## config.mk

```make
export PLATFORM = sky130hd
export DESIGN_NAME = mod_sub_serial
export DESIGN_NICKNAME = d
export VERILOG_FILES = /design/src/rtl/sike_pkg.sv /design/src/rtl/digit_addsub.sv /design/src/rtl/mod_sub_serial.sv
export SDC_FILE = /design/constraint.sdc
export NUM_CORES = 2
export LEC_CHECK = 0
export ABC_CLOCK_PERIOD_IN_PS = 12800
export BUFFER_PORTS_ARGS = -buffer_cell sky130_fd_sc_hd__buf_4
export CORE_AREA = 2 2 503 505
export DETAILED_ROUTE_END_ITERATION = 7
export DIE_AREA = 0 0 505 507
export SLEW_MARGIN = 10
export SYNTH_ARGS = -nofsm -noshare
export SYNTH_HDL_FRONTEND = slang
export SYNTH_HIERARCHICAL = 1
export SYNTH_SLANG_ARGS = --single-unit
```

## constraint.sdc

```tcl
create_clock -name clk -period 12.8 [get_ports clk]
set_input_delay 0.64 -clock clk [delete_from_list [all_inputs] [get_ports clk]]
set_output_delay 0.64 -clock clk [all_outputs]
set_load 0.005 [all_outputs]
```

## src/rtl/sike_pkg.sv

```systemverilog
// Shared constants and state encoding for the serial modular subtractor.
// P434 is the SIKE p434 prime.
package sike_pkg;

  function automatic int ceil_div(input int n, input int d);
    return (n + d - 1) / d;
  endfunction

  localparam int WIDTH = 434;
  localparam int DIGIT = 64;
  localparam int ND    = ceil_div(WIDTH, DIGIT);

  localparam logic [447:0] P434_FULL = {
    64'h0002341F27177344,
    64'h6CFC5FD681C52056,
    64'h7BC65C783158AEA3,
    64'hFDC1767AE2FFFFFF,
    64'hFFFFFFFFFFFFFFFF,
    64'hFFFFFFFFFFFFFFFF,
    64'hFFFFFFFFFFFFFFFF
  };
  localparam logic [WIDTH-1:0] P434 = P434_FULL[WIDTH-1:0];

  typedef enum logic [1:0] {
    IDLE,
    SUB,
    FIX,
    DONE
  } state_t;

endpackage

```

## src/rtl/digit_addsub.sv

```systemverilog
// One digit of add or subtract with carry/borrow chaining.
// Subtract reuses the adder as x + ~y + ~bin.
module digit_addsub #(
  parameter int DW = 64
) (
  input  logic [DW-1:0] x,
  input  logic [DW-1:0] y,
  input  logic          cin,
  input  logic          sub,
  output logic [DW-1:0] s,
  output logic          cout
);
  import sike_pkg::*;

  logic [DW-1:0] y_e;
  logic          c_e;
  logic [DW:0]   sum;

  always_comb begin
    y_e  = sub ? ~y : y;
    c_e  = sub ? ~cin : cin;
    sum  = {1'b0, x} + {1'b0, y_e} + {{DW{1'b0}}, c_e};
    s    = sum[DW-1:0];
    // a carry out of the inverted add means no borrow
    cout = sub ? ~sum[DW] : sum[DW];
  end

endmodule

```

## src/rtl/mod_sub_serial.sv

```systemverilog
// Digit-serial (a - b) mod p: one subtract pass, then an
// add-back pass of p only when the subtract borrowed.
module mod_sub_serial #(
  parameter int WIDTH = sike_pkg::WIDTH,
  parameter int DIGIT = sike_pkg::DIGIT
) (
  input  logic             clk,
  input  logic             rst_n,
  input  logic             start,
  input  logic [WIDTH-1:0] a,
  input  logic [WIDTH-1:0] b,
  output logic             ready,
  output logic             done,
  output logic [WIDTH-1:0] result
);
  import sike_pkg::*;

  localparam int NDG = ceil_div(WIDTH, DIGIT);
  localparam int TW  = NDG * DIGIT;
  localparam int CW  = (NDG > 1) ? $clog2(NDG) : 1;
  localparam logic [CW-1:0] LAST  = CW'(NDG - 1);
  localparam logic [TW-1:0] P_EXT = TW'(P434);

  state_t state, state_nx;

  logic [TW-1:0]    a_sh;
  logic [TW-1:0]    b_sh;
  logic [TW-1:0]    diff;
  logic [CW-1:0]    cnt;
  logic             cb;
  logic             last;
  logic             is_fix;
  logic [DIGIT-1:0] x;
  logic [DIGIT-1:0] y;
  logic [DIGIT-1:0] s;
  logic [DIGIT-1:0] p_dig;
  logic             co;

  assign ready  = (state == IDLE);
  assign last   = (cnt == LAST);
  assign is_fix = (state == FIX);
  assign p_dig  = DIGIT'(P_EXT >> (int'(cnt) * DIGIT));
  // diff rotates through the low digit in both passes
  assign x      = is_fix ? diff[DIGIT-1:0] : a_sh[DIGIT-1:0];
  assign y      = is_fix ? p_dig : b_sh[DIGIT-1:0];

  digit_addsub #(
    .DW (DIGIT)
  ) u_dig (
    .x    (x),
    .y    (y),
    .cin  (cb),
    .sub  (~is_fix),
    .s    (s),
    .cout (co)
  );

  always_ff @(posedge clk) begin
    if (!rst_n) state <= IDLE;
    else        state <= state_nx;
  end

  always_comb begin
    state_nx = state;
    unique case (state)
      IDLE: if (start) state_nx = SUB;
      SUB:  if (last)  state_nx = co ? FIX : DONE;
      FIX:  if (last)  state_nx = DONE;
      DONE: state_nx = IDLE;
      default: state_nx = IDLE;
    endcase
  end

  always_ff @(posedge clk) begin
    if (!rst_n) begin
      a_sh   <= '0;
      b_sh   <= '0;
      diff   <= '0;
      cnt    <= '0;
      cb     <= 1'b0;
      done   <= 1'b0;
      result <= '0;
    end else begin
      done <= 1'b0;
      unique case (state)
        IDLE: begin
          if (start) begin
            a_sh <= TW'(a);
            b_sh <= TW'(b);
            cnt  <= '0;
            cb   <= 1'b0;
          end
        end
        SUB: begin
          a_sh <= a_sh >> DIGIT;
          b_sh <= b_sh >> DIGIT;
          diff <= TW'({s, diff} >> DIGIT);
          cnt  <= last ? '0 : cnt + 1'b1;
          cb   <= last ? 1'b0 : co;
        end
        FIX: begin
          diff <= TW'({s, diff} >> DIGIT);
          cnt  <= last ? '0 : cnt + 1'b1;
          cb   <= last ? 1'b0 : co;
        end
        DONE: begin
          done   <= 1'b1;
          result <= diff[WIDTH-1:0];
        end
        default: ;
      endcase
    end
  end

endmodule

```

==> flow_metrics.env <==
export IMPL_synth_edf_count=0
export IMPL_min_delay_worst_endpoint="b_sh[416]"
export IMPL_grt_max_degree=349
export IMPL_die_x_um=505
export IMPL_grt_setup_unrepaired="false"
export IMPL_worstSetupPathType="register to register"
export IMPL_fin_nets=9480
export IMPL_required_ns=13.50
export IMPL_rr_worst_depth=18
export IMPL_wire_per_inst_um=25.9
export IMPL_clkPwrFrac=0.254
export IMPL_fin_crit_sh=0.495
export IMPL_synth_async_reset_ratio=0
export IMPL_setup_violations=0
export IMPL_drv_slew=0
export IMPL_relSlewSlack=0.155
export IMPL_port_buffers=1306
export IMPL_clk_pin_slew_ns=0.06
export IMPL_cp_max_fo=71
export IMPL_max_clock_path_buffers=3
export IMPL_rows=184
export IMPL_fin_skew_ns=0.0797
export IMPL_cp_end_kind="register"
export IMPL_intPower_w=0.0140
export IMPL_clk_latency_ns=0.86
export IMPL_mostFrequentLayoutCell="dfxtp_1"
export IMPL_cap_violations=0
export IMPL_start_util=0.312
export IMPL_ir_worst_vdd_mv=0.221
export IMPL_drt_total_wl_um=313000
export IMPL_grt_overflow_total=0
export IMPL_syn_avg_cell_area_um2=10.4
export IMPL_yosys_warnings=6
export IMPL_hp_start="b[416]"
export IMPL_die_area_um2=256000
export IMPL_placed_area_um2=89600
export IMPL_synthCells=7509
export IMPL_fmax_mhz=158
export IMPL_ys_seq_area_frac=0.450
export IMPL_synth_ff_type="dfxtp_1"
export IMPL_hp_class="primary input to register"
export IMPL_post_route_drc_count=0
export IMPL_nFillCells=24800
export IMPL_ctsRootBufferMaster="clkbuf_16"
export IMPL_powerDensity_nw_per_um2=239
export IMPL_start_kind="register"
export IMPL_grt_util_all_layers=0.233
export IMPL_tightest_slew_ns=1.27
export IMPL_syn_num_nets=8454
export IMPL_netSwitchingFraction=0.400
export IMPL_p_sw_w=0.00930
export IMPL_power_leakage_nw=43.5
export IMPL_htree_levels=4
export IMPL_die_h_um=507
export IMPL_cts_num_sinks=1757
export IMPL_hold_slack_ns=0.0638
export IMPL_gp_congestion=0.874
export IMPL_cts_buffers=199
export IMPL_drive_gt1_frac=0.204
export IMPL_holdPathStages=3
export IMPL_holdBufCountCts=88
export IMPL_hpwlAfterDp_um=241000
export IMPL_ys_types=84
export IMPL_post_cts_repair_setup_buffers=0
export IMPL_critPathArrivalTime_ns=7.04
export IMPL_final_cell_mix="dfxtp_1, mux2i_1, buf_4, nor2b_1, nand2_1"
export IMPL_cts_tree="yes"
export IMPL_finalHoldViolCount=0
export IMPL_grt_pass1_vias=57900
export IMPL_fin_area_um2=97500
export IMPL_core_um2=250000
export IMPL_cts_resized=0
export IMPL_dr_pass1_iters=7
export IMPL_power_w=0.0233
export IMPL_avgViaCountPerCell=4.92
export IMPL_dr_total_vias=59500
export IMPL_postRouteAntennaNets=0
export IMPL_seqPwrFrac=0.319
export IMPL_reg2reg_slack_ns=6.46
export IMPL_pwr_share_comb=0.427
export IMPL_syn_cell_area_um2=78100
export IMPL_r2r_start="state[0]"
export IMPL_status="finished, final reports clean"
export IMPL_io_pins=1307
export IMPL_antenna_found_initial=95
export IMPL_syn_to_final_growth_pct=24.7
export IMPL_fin_setup_tns_ns=0
export IMPL_r2r_end="state[0]"
export IMPL_drt_iter0_drc=4179
export IMPL_grt_pass1_wl_um=435000
export IMPL_fin_crit_ns=6.34
export IMPL_synth_seq_cells=1757
critical path, stage by stage (launching register included):
cell and delay (ns):
dfxtp_1 0.41, inv_1 0.21, ha_4 0.75, buf_4 0.76, mux2_2 0.44, fa_1 0.51
fa_1 0.48, a211oi_2 0.28, o211ai_1 0.20, nand3_1 0.16, o211ai_1 0.18, o21ai_2 0.32
a211oi_1 0.18, o21ai_2 0.28, nand2_1 0.10, a311oi_2 0.50, nand2b_1 0.18, nand4b_1 0.10
o2111a_1 0.16
sequential cells by signal, summed over array words and instances, names as in the netlist:
signal,cells
cnt,3
a_sh,434
diff,448
state,2
result,434
cb,1
b_sh,434
done,1
worst max-delay path by stage:
stage	depth (start not counted)	slack, ns	startpoint	end
after floorplan	22	7.90	state[0]	diff[442]
after global placement	18	6.45	state[0]	state[0]
after detailed placement	18	6.45	state[0]	state[0]
after CTS	18	6.42	state[0]	state[0]
after global routing	18	6.07	state[0]	state[0]
final	18	6.46	state[0]	state[0]
layout make-up:
class / count / area (µm²) / share of cell area
Inverter: 62 / 234 / 0.00240
Timing Repair Buffer: 1450 / 11200 / 0.115
Clock buffer: 294 / 5770 / 0.0592
Clock inverter: 73 / 1030 / 0.0106
Tap cell: 3348 / 4190 / 0.0430
Antenna cell: 60 / 150 / 0.00154
Sequential cell: 1757 / 35200 / 0.361
Multi-Input combinational cell: 5065 / 39700 / 0.407
Yosys cell counts (46+ instances only):
library cell  count  area share
buf_6            58      0.0084
a22oi_1         129       0.012
mux2i_1        1625        0.21
nor2b_1        1020       0.082
ha_1             72       0.012
and3_1           46      0.0037
mux2_2           64      0.0092
xor2_1           88      0.0099
dfxtp_1        1757        0.45
nand2_1         840       0.040
buf_2           240       0.015
o211a_1         702       0.090
inv_1            62      0.0030
o21ai_0          77      0.0049
clkbuf_1        304       0.015
a21oi_1          80      0.0051
kinds of logic (layout without fill, tap and decap cells):
family	after synthesis	in the layout	share of synthesized area
AOI/OAI and AO/OA	1141	1141	0.128
xor gates and xnor gates	125	125	0.0140
adders and majority gates	74	74	0.0120
buffers and inverters	687	1879	0.0431
DFF	1757	1757	0.450
muxes	1690	1690	0.218
other	0	60	0
and+or+nand+nor	2035	2035	0.135
per-layer routing:
metal  up-vias  part of all wire  GRT usage
met4        30             0.036     0.0837
met3       419             0.064     0.0589
met5         -           0.00062          0
li1      28500                 -          -
met2      1729              0.47      0.386
met1     28800              0.43      0.292
power groups by stage:
stage | registers [W] | clock network (W) | logic (W)
CTS | 0.00745 | 0.00604 | 0.00996
detailed placement | 0.00757 | 0 | 0.00991
global placement | 0.00754 | 0 | 0.00986
global route | 0.00754 | 0.00626 | 0.0108
floorplan | 0.00702 | 0 | 0.00753
finish | 0.00743 | 0.00591 | 0.00993
stage by stage:
step | utilization | worst slack, ns | instances
finish | 0.389 | 6.46 | 12100
global route | 0.389 | 6.07 | 12100
CTS | 0.389 | 6.42 | 12000
detailed placement | 0.358 | 6.45 | 11600
global placement | 0.358 | 6.45 | 11600
floorplan | - | 7.90 | 7509
Note: power is estimated with default switching activity, not from simulation.
